<file path="src/rtl/log_mul_pkg.sv">
// Shared definitions for the log-scale float16 multiplier front end.
// Holds the datapath widths, LUT geometry, controller state encoding and
// a few fp16 special-value constants used around the multiplier.
package log_mul_pkg;

  localparam int FLOAT_LEN = 16;
  localparam int MANT_LEN  = 10;
  localparam int LUT_SIZE  = 128;

  typedef enum logic [1:0] {
    LOAD_LOG = 2'd0,
    LOAD_EXP = 2'd1,
    RUN      = 2'd2
  } ctrl_state_e;

  localparam logic [FLOAT_LEN-1:0] FP16_QNAN = 16'h7E00;
  localparam logic [FLOAT_LEN-1:0] FP16_INF  = 16'h7C00;
  localparam logic [FLOAT_LEN-1:0] FP16_ONE  = 16'h3C00;

  // True when the given entry counter addresses the last LUT entry.
  function automatic logic is_last_entry(input logic [7:0] cnt);
    return (cnt == 8'(LUT_SIZE - 1));
  endfunction

endpackage

</file>
<file path="src/rtl/valid_delay_line.sv">
// Fixed-depth shift register of single-bit valid flags.
// Ports:
//   clk, rst_n  clock and asynchronous active-low reset
//   in_bit      bit shifted into stage 0 every cycle
//   stages      all stage contents (stage DEPTH-1 is the oldest)
//   out_bit     oldest stage
module valid_delay_line #(
  parameter int DEPTH = 3
) (
  input  logic             clk,
  input  logic             rst_n,
  input  logic             in_bit,
  output logic [DEPTH-1:0] stages,
  output logic             out_bit
);

  logic [DEPTH-1:0] stages_q;
  logic [DEPTH-1:0] stages_d;

  // Next-state shift: new bit enters stage 0, every other stage moves up one.
  always_comb begin
    stages_d    = stages_q;
    stages_d[0] = in_bit;
    for (int i = 1; i < DEPTH; i++) begin
      stages_d[i] = stages_q[i-1];
    end
  end

  // Stage registers.
  always_ff @(posedge clk or negedge rst_n) begin
    if (!rst_n) begin
      stages_q <= '0;
    end else begin
      stages_q <= stages_d;
    end
  end

  assign stages  = stages_q;
  assign out_bit = stages_q[DEPTH-1];

endmodule

</file>
<file path="src/rtl/log_mul_ctrl.sv">
// Front-end controller for the log-scale float16 multiplier.
// After reset it streams log2/exp2 LUT entries from the config port into the
// multiplier's sequential LUT-write port (exactly LUT_SIZE write pulses), then
// accepts operand pairs every cycle and frames the multiplier's results.
// Ports:
//   clk, rst_n                 clock, asynchronous active-low reset
//   cfg_valid/cfg_ready/cfg_data  config word stream (log word, exp word, ...)
//   lut_loaded                 both tables fully written
//   in_valid/in_ready/in_a/in_b   operand handshake
//   out_valid/out_result       result strobe and product (zero when not valid)
//   idle                       nothing in flight
//   mul_lut_wr_en/mul_log2_data/mul_exp2_data  multiplier LUT write port
//   mul_a/mul_b/mul_result     multiplier operands and result
module log_mul_ctrl
  import log_mul_pkg::*;
#(
  parameter int MUL_LAT = 2
) (
  input  logic                 clk,
  input  logic                 rst_n,
  input  logic                 cfg_valid,
  output logic                 cfg_ready,
  input  logic [15:0]          cfg_data,
  output logic                 lut_loaded,
  input  logic                 in_valid,
  output logic                 in_ready,
  input  logic [FLOAT_LEN-1:0] in_a,
  input  logic [FLOAT_LEN-1:0] in_b,
  output logic                 out_valid,
  output logic [FLOAT_LEN-1:0] out_result,
  output logic                 idle,
  output logic                 mul_lut_wr_en,
  output logic [MANT_LEN-1:0]  mul_log2_data,
  output logic [FLOAT_LEN-1:0] mul_exp2_data,
  output logic [FLOAT_LEN-1:0] mul_a,
  output logic [FLOAT_LEN-1:0] mul_b,
  input  logic [FLOAT_LEN-1:0] mul_result
);

  // One stage lines up with the mul_a/mul_b register, MUL_LAT more with the
  // multiplier pipeline, so the oldest stage is high exactly while mul_result
  // holds the matching product. The output register adds the final cycle.
  localparam int VLD_DEPTH = MUL_LAT + 1;

  ctrl_state_e            state_q, state_d;
  logic [7:0]             entry_cnt_q, entry_cnt_d;
  logic [MANT_LEN-1:0]    log_buf_q, log_buf_d;
  logic                   cfg_ready_q, cfg_ready_d;
  logic                   in_ready_q, in_ready_d;
  logic                   lut_loaded_q, lut_loaded_d;
  logic                   wr_en_q, wr_en_d;
  logic [MANT_LEN-1:0]    log2_data_q, log2_data_d;
  logic [FLOAT_LEN-1:0]   exp2_data_q, exp2_data_d;
  logic [FLOAT_LEN-1:0]   mul_a_q, mul_a_d;
  logic [FLOAT_LEN-1:0]   mul_b_q, mul_b_d;
  logic                   out_valid_q, out_valid_d;
  logic [FLOAT_LEN-1:0]   out_result_q, out_result_d;
  logic                   idle_q, idle_d;

  logic                   cfg_acc_s;
  logic                   in_acc_s;
  logic [VLD_DEPTH-1:0]   vld_stages_s;
  logic                   vld_last_s;

  assign cfg_acc_s = cfg_valid & cfg_ready_q;
  assign in_acc_s  = in_valid & in_ready_q;

  valid_delay_line #(
    .DEPTH (VLD_DEPTH)
  ) u_vld (
    .clk    (clk),
    .rst_n  (rst_n),
    .in_bit (in_acc_s),
    .stages (vld_stages_s),
    .out_bit(vld_last_s)
  );

  // Next-state logic: LUT load sequencing, operand capture and result framing.
  always_comb begin
    state_d     = state_q;
    entry_cnt_d = entry_cnt_q;
    log_buf_d   = log_buf_q;
    wr_en_d     = 1'b0;
    log2_data_d = log2_data_q;
    exp2_data_d = exp2_data_q;

    case (state_q)
      LOAD_LOG: begin
        if (cfg_acc_s) begin
          log_buf_d = cfg_data[MANT_LEN-1:0];
          state_d   = LOAD_EXP;
        end else begin
          state_d = LOAD_LOG;
        end
      end
      LOAD_EXP: begin
        if (cfg_acc_s) begin
          wr_en_d     = 1'b1;
          log2_data_d = log_buf_q;
          exp2_data_d = cfg_data;
          entry_cnt_d = entry_cnt_q + 8'd1;
          if (is_last_entry(entry_cnt_q)) begin
            state_d = RUN;
          end else begin
            state_d = LOAD_LOG;
          end
        end else begin
          state_d = LOAD_EXP;
        end
      end
      RUN: begin
        // The multiplier's write pointer only clears on rst_n, so RUN is
        // terminal and the config port stays closed.
        state_d = RUN;
      end
      default: begin
        state_d = LOAD_LOG;
      end
    endcase

    if (in_acc_s) begin
      mul_a_d = in_a;
      mul_b_d = in_b;
    end else begin
      mul_a_d = mul_a_q;
      mul_b_d = mul_b_q;
    end

    // Handshake flags follow the state being entered so they are registered.
    cfg_ready_d  = (state_d != RUN);
    in_ready_d   = (state_d == RUN);
    lut_loaded_d = (state_d == RUN);

    out_valid_d  = vld_last_s;
    if (vld_last_s) begin
      out_result_d = mul_result;
    end else begin
      out_result_d = {FLOAT_LEN{1'b0}};
    end

    // Idle next cycle only if no stage (including the new accept) will hold a 1.
    idle_d = ~(in_acc_s | (|vld_stages_s));
  end

  // Controller state and registered outputs.
  always_ff @(posedge clk or negedge rst_n) begin
    if (!rst_n) begin
      state_q      <= LOAD_LOG;
      entry_cnt_q  <= 8'd0;
      log_buf_q    <= {MANT_LEN{1'b0}};
      cfg_ready_q  <= 1'b1;
      in_ready_q   <= 1'b0;
      lut_loaded_q <= 1'b0;
      wr_en_q      <= 1'b0;
      log2_data_q  <= {MANT_LEN{1'b0}};
      exp2_data_q  <= {FLOAT_LEN{1'b0}};
      mul_a_q      <= {FLOAT_LEN{1'b0}};
      mul_b_q      <= {FLOAT_LEN{1'b0}};
      out_valid_q  <= 1'b0;
      out_result_q <= {FLOAT_LEN{1'b0}};
      idle_q       <= 1'b1;
    end else begin
      state_q      <= state_d;
      entry_cnt_q  <= entry_cnt_d;
      log_buf_q    <= log_buf_d;
      cfg_ready_q  <= cfg_ready_d;
      in_ready_q   <= in_ready_d;
      lut_loaded_q <= lut_loaded_d;
      wr_en_q      <= wr_en_d;
      log2_data_q  <= log2_data_d;
      exp2_data_q  <= exp2_data_d;
      mul_a_q      <= mul_a_d;
      mul_b_q      <= mul_b_d;
      out_valid_q  <= out_valid_d;
      out_result_q <= out_result_d;
      idle_q       <= idle_d;
    end
  end

  assign cfg_ready     = cfg_ready_q;
  assign in_ready      = in_ready_q;
  assign lut_loaded    = lut_loaded_q;
  assign mul_lut_wr_en = wr_en_q;
  assign mul_log2_data = log2_data_q;
  assign mul_exp2_data = exp2_data_q;
  assign mul_a         = mul_a_q;
  assign mul_b         = mul_b_q;
  assign out_valid     = out_valid_q;
  assign out_result    = out_result_q;
  assign idle          = idle_q;

endmodule
</file>
<file path="config.mk">
export PLATFORM = sky130hd
export DESIGN_NAME = log_mul_ctrl
export DESIGN_NICKNAME = d
export VERILOG_FILES = /design/src/rtl/log_mul_pkg.sv /design/src/rtl/valid_delay_line.sv /design/src/rtl/log_mul_ctrl.sv
export SDC_FILE = /design/constraint.sdc
export NUM_CORES = 1
export LEC_CHECK = 0
export BUFFER_PORTS_ARGS = -buffer_cell sky130_fd_sc_hd__buf_2
export CAP_MARGIN = 20
export CORE_ASPECT_RATIO = 2
export CORE_MARGIN = 2
export CORE_UTILIZATION = 48
export DETAILED_ROUTE_END_ITERATION = 6
export PLACE_DENSITY = 0.81
export SLEW_MARGIN = 40
export SYNTH_ARGS = -nofsm -noshare
export SYNTH_HDL_FRONTEND = slang
export SYNTH_SLANG_ARGS = --single-unit
</file>
<file path="constraint.sdc">
create_clock -name clk -period 1.95 [get_ports clk]
set_input_delay 0 -clock clk [delete_from_list [all_inputs] [get_ports clk]]
set_output_delay 0 -clock clk [all_outputs]
set_load 0.02 [all_outputs]
</file>
-- After elaboration in Yosys (flattened, before gate mapping)
Cells that the tools add are included.
- bits in registers: 102
- input bits: 68
- output and inout bits: 80
- word-level logic and storage cells: 35
- muxes and demuxes: 7
- $add $sub $neg: 1
- reductions and logical operators: 4
- bitwise logic cells: 4
- eq/ne operators: 5
- operators by type and width (cell ; number):
    $mux 16 ; 1
    $add 8x1->8 const B ; 1
    $eq 8x7->1 const B ; 1
    $pmux 2 s3 ; 1
    $eq 2x2->1 const B ; 2
    $mux 2 ; 2
    $reduce_and 2->1 ; 2
    $mux 1 ; 3
    $reduce_or 3->1 ; 1
    $and 1x1->1 ; 2
    $eq 2x1->1 const B ; 1
    $logic_not 2->1 ; 1
    $ne 2x2->1 const B ; 1
    $not 1->1 ; 1
    $or 1x1->1 ; 1

-- Logic depth before layout (Yosys ltp)
- depth after elaboration: 5
- gate-level depth with buffers: 7
- gate-level depth less buffers: 4

-- Modules after synthesis
From an unflattened synthesis, not the netlist that was laid out.
- cells, all modules: 285
- area total of the unflattened synthesis: 3752.3 um^2
- modules (own cells, without submodules) (module ; seq. area each (um^2) ; times used ; cells each ; area an instance (um^2)):
    log_mul_ctrl ; 2479.9 ; 1 ; 281 ; 3669.8
    valid_delay_line ; 75.1 ; 1 ; 4 ; 82.6

-- Worst setup path after synthesis
No wires, ideal clock.
- path type: register -> register
- start: reg cfg_ready_q (netlist: cfg_ready)
- end: reg log_buf_q[0]
- arrival: 1420 ps
- cell stages (with the launch flop): 4
- data required time: 1825 ps
- setup time: 125 ps
- period minus slack after synthesis: 1545 ps
- path buffers: 0
- setup slack: 405 ps
- cell sequence: dfstp_2 > nand2_1 > nor3_4 > mux2_2
- word-level cells in the longest chain between the ends: 2
- ends and longest elaborated chain (what ; RTL line ; text):
    start, declared ; log_mul_ctrl.sv:48 ; logic cfg_ready_q, cfg_ready_d;
    start signal, assigned ; log_mul_ctrl.sv:166 ; cfg_ready_q <= cfg_ready_d;
    $and 1x1->1 ; log_mul_ctrl.sv:65 ; assign cfg_acc_s = cfg_valid & cfg_ready_q;
    $reduce_and 2->1 (no line) ; n/a ;
    end signal, assigned ; log_mul_ctrl.sv:150 ; log_buf_q <= {MANT_LEN{1'b0}};
    end signal, assigned ; log_mul_ctrl.sv:165 ; log_buf_q <= log_buf_d;
    end, declared ; log_mul_ctrl.sv:47 ; logic [MANT_LEN-1:0] log_buf_q, log_buf_d;
Every way passes these cells.
A chain may end at the register's enable or synchronous reset.

-- Final worst setup path
- start: reg cfg_ready_q (netlist: cfg_ready)
- end: reg log_buf_q[5]
The elaborated chain is that of the path after synthesis.

==> summary by stage <==
Status
The flow ran to the end, and the final reports show no timing, DRC or antenna violations.

Placement
The placed instance area is 4590 sq um. The detailed-placement wirelength estimate is 5400 um. The count of buffers from port buffering is 147. The global placer's final weighted congestion is 0.760.

Power and ir drop
Power spread over the standard cell area amounts to 809 nW/um^2. The highest ir drop seen on vdd is 0.637 mV. The switching power is 1.11 mW. Of the total power, the share spent switching nets is 24.8%. The clock share of power is 37.9%. Of the total power, combinational logic draws 11.9%. The internal power of the cells totals 3.36 mW. In this run, flip-flops and latches consume 50.2% of the power. After layout, the design draws a total of 4.47 mW. The leakage power of the design is 2.95 nW.

Critical path
The worst flop-to-flop path startpoint is cfg_ready. The endpoint identified for the worst register-to-register timing path is log_buf_q[5]. In this run the register-to-register setup slack is 0.32 ns. STA classifies the critical path startpoint as a register. The required arrival time at the worst endpoint is 2.17 ns. In this design, the stage delay of the slowest critical-path cell is 0.57 ns. The type of element capturing the critical path is a register.

The worst-path maximum fanout is 10. The depth of the worst register-to-register path is 3. The arrival time reported for the critical path endpoint is 1.85 ns. The critical path goes through nand2_1 > nor3_4 > mux2_2. The top cell family by delay on the critical path is flip-flops. The critical path contains buffers and inverters numbering 0 combined. The critical path is of the register to register type. The critical path's slowest cell is dfstp_2.

Clock tree
The buffer levels on the longest clock path is 2. The number of H-tree levels is 3. TritonCTS built the clock tree. The number of buffers inserted during clock tree synthesis is 9. The later pin in the worst-skew pair is clocked with a latency of 0.34 ns.

After clock tree synthesis, the repair step resized 0 gates. Clock tree synthesis found a total of 102 sinks. Clock-pin slew was measured on the worst setup and hold paths at 0.07 ns. The cell sitting at the root of the clock tree is a clkbuf_16.

Floorplanning
The die area is 8550 sq um. The horizontal extent of the die is 66.4 um. The number of top-level pins is 148.

The height of the chip is 129 um. The area of the placeable core is 7540 sq um. The initial utilization of the core area, before any placement, comes to 49.5%.

The floorplan has 45 rows.

Global route
The via count of the first global-routing pass is 2924. For this run the aggregate overflow at the end of global routing stands at 0. The initial antenna violation count is 0. The global-route wire length before repair is 13600 um.

The pin count of the biggest net entering global routing is 80. Global routing used 21.6% of the available tracks.

Synth
By count the netlist is led by dfrtp_1 (100), nand2_1 (85), mux2_2 (42). Yosys mapped the design onto 21 distinct sky130hd cell types. The number of synthesized flops with an enable pin is 0. The leading area contributor after synthesis is dfrtp_1. The post-synthesis sequential area ratio is 68.4%. The cell area after synthesis is 3730 sq um. The fraction of synthesized cell area taken by the top area cell type is 67.0%. Yosys instantiated no cell more often than dfrtp_1. The number of nets in the synthesized netlist is 355. The async set-reset flop share out of synthesis is 100%.

After synthesis, the cell types taking the most area are dfrtp_1 (67%), mux2_2 (13%), nand2_1 (8.5%). The most instantiated flip-flop cell in the synthesis netlist is dfrtp_1. The number of synthesis warnings is 0. Synthesis handed over a netlist of 286 instances. A synthesized cell averages 13.1 sq um. The flip-flop and latch count after synthesis is 102.

STA
For the pin with the worst max-slew slack, the measured transition is 0.520 ns. In the finished design, the share of the clock period the worst path needs comes to 83.4%. For the finished layout, the period the worst path requires is 1.63 ns. The number of pins exceeding their max-slew limit in the final report is 0. The final setup violation count is 0. Static timing analysis puts the maximum clock frequency at 615 MHz. The number of endpoints with negative hold slack in the final report was 0. The worst clock skew is 0.00576 ns. The minimum hold slack is 0.0996 ns. Setup repair after global routing left no endpoint under its margin. In this run the tightest slew margin relative to its limit is 65.2%. The total negative setup slack is 0 ns.

Detailed routing
Summed over all layers, the routed wires come to 8790 um. The detailed router finished its first iteration with 154 violations. The average wire length per cell after detail routing is 14.7 um. The total number of vias is 2835. The count of nets left with antenna violations after detail routing is 0. Using the TritonRoute via totals, the vias-per-cell ratio works out to 4.73. For this run, the detailed router's first-pass iteration total came to 4. After detailed routing, the number of remaining DRC violations is 0.

Cells and area
The number of nets in the layout is 569. From synthesis to final layout, the design area changed by 48.1%. The core occupancy in the finished layout is 73.3%.

The final-layout fill cell count is 476. The finished layout cell area is 5530 sq um. The fraction of layout instances using a drive strength above 1 is 42.4%. The count of antenna diodes in the layout is 0.

Job
The tool flagged a number of max-cap violations equal to 0.

Worst hold path
The class of the worst hold path is primary input to asynchronous set/reset pin.
repair_timing:
action | CTS | global route
hold buffers | 65 | 0
endpoints found under the setup margin | 0 | 0
buffers inserted | 0 | 0
endpoints found under the hold margin | 174 | 0
power by group through the flow:
stage	logic (mW)	clock network [mW]	registers, mW
finish	0.530	1.70	2.25
floorplan	0.0947	0	2.39
CTS	0.526	1.75	2.24
global route	0.570	1.84	2.25
global placement	0.416	0	2.28
detailed placement	0.425	0	2.28
flip-flops by register name, indices dropped and copies added, names as in the netlist:
signal,count
cfg_ready,1
entry_cnt_q,8
idle,1
log_buf_q,10
lut_loaded,1
mul_a,16
mul_b,16
mul_exp2_data,16
mul_log2_data,10
mul_lut_wr_en,1
out_result,16
out_valid,1
state_q,2
u_vld.stages,3
worst max-delay path by stage:
stage | start | end | depth (start not counted)
finish | cfg_ready | log_buf_q[5] | 3
floorplan | cfg_ready | log_buf_q[0] | 3
global placement | cfg_ready | log_buf_q[2] | 3
global route | state_q[0] | mul_exp2_data[12] | 5
CTS | cfg_ready | log_buf_q[5] | 3
detailed placement | cfg_ready | log_buf_q[5] | 3
area by class of cell:
| class | instances | area [sq um] | area share, % |
|---|---|---|---|
| clock buffers | 9 | 225 | 4.07 |
| clock inverters | 7 | 62.6 | 1.13 |
| inverters | 3 | 11.3 | 0.204 |
| multi-input cells | 168 | 1100 | 19.9 |
| flip-flops and latches | 102 | 2550 | 46.2 |
| well taps | 94 | 118 | 2.13 |
| repair buffers | 216 | 1460 | 26.3 |
routing by layer:
metal | GRT usage [%] | routed length, um | vias up
li1 | - | - | 1354
met1 | 23.9 | 3220 | 1362
met2 | 37.8 | 4850 | 100
met3 | 5.42 | 426 | 19
met4 | 10.4 | 290 | 0
met5 | 0 | 0 | -
through the flow:
stage	worst slack, ns	std cells
after floorplan	0.405	286
after global placement	0.372	518
after detailed placement	0.320	518
after CTS	0.299	599
after global routing	0.199	599
final	0.323	599
kinds of logic after synthesis:
group                    Yosys count  share of synthesized area (%)
flip-flops                       102                           68.4
buffers and inverters             16                           2.08
adder cells (fa/ha/maj)            1                          0.335
XOR/XNOR                           8                           1.88
AO/OA/AOI/OAI                      3                          0.737
multiplexers                      42                           12.7
AND/OR/NAND/NOR                  114                           13.9
layout by cell type, fill, tap and decap left out, types with 4 or more instances in the layout:
cell type and n:
and2_1 17, buf_2 146, clkbuf_16 9, dfrtp_1 100, dlygate4sd3_1 65, inv_6 4
mux2_2 42, nand2_1 85, xnor2_1 4, xor2_1 4
No activity file was read; power rests on OpenSTA's default activity.
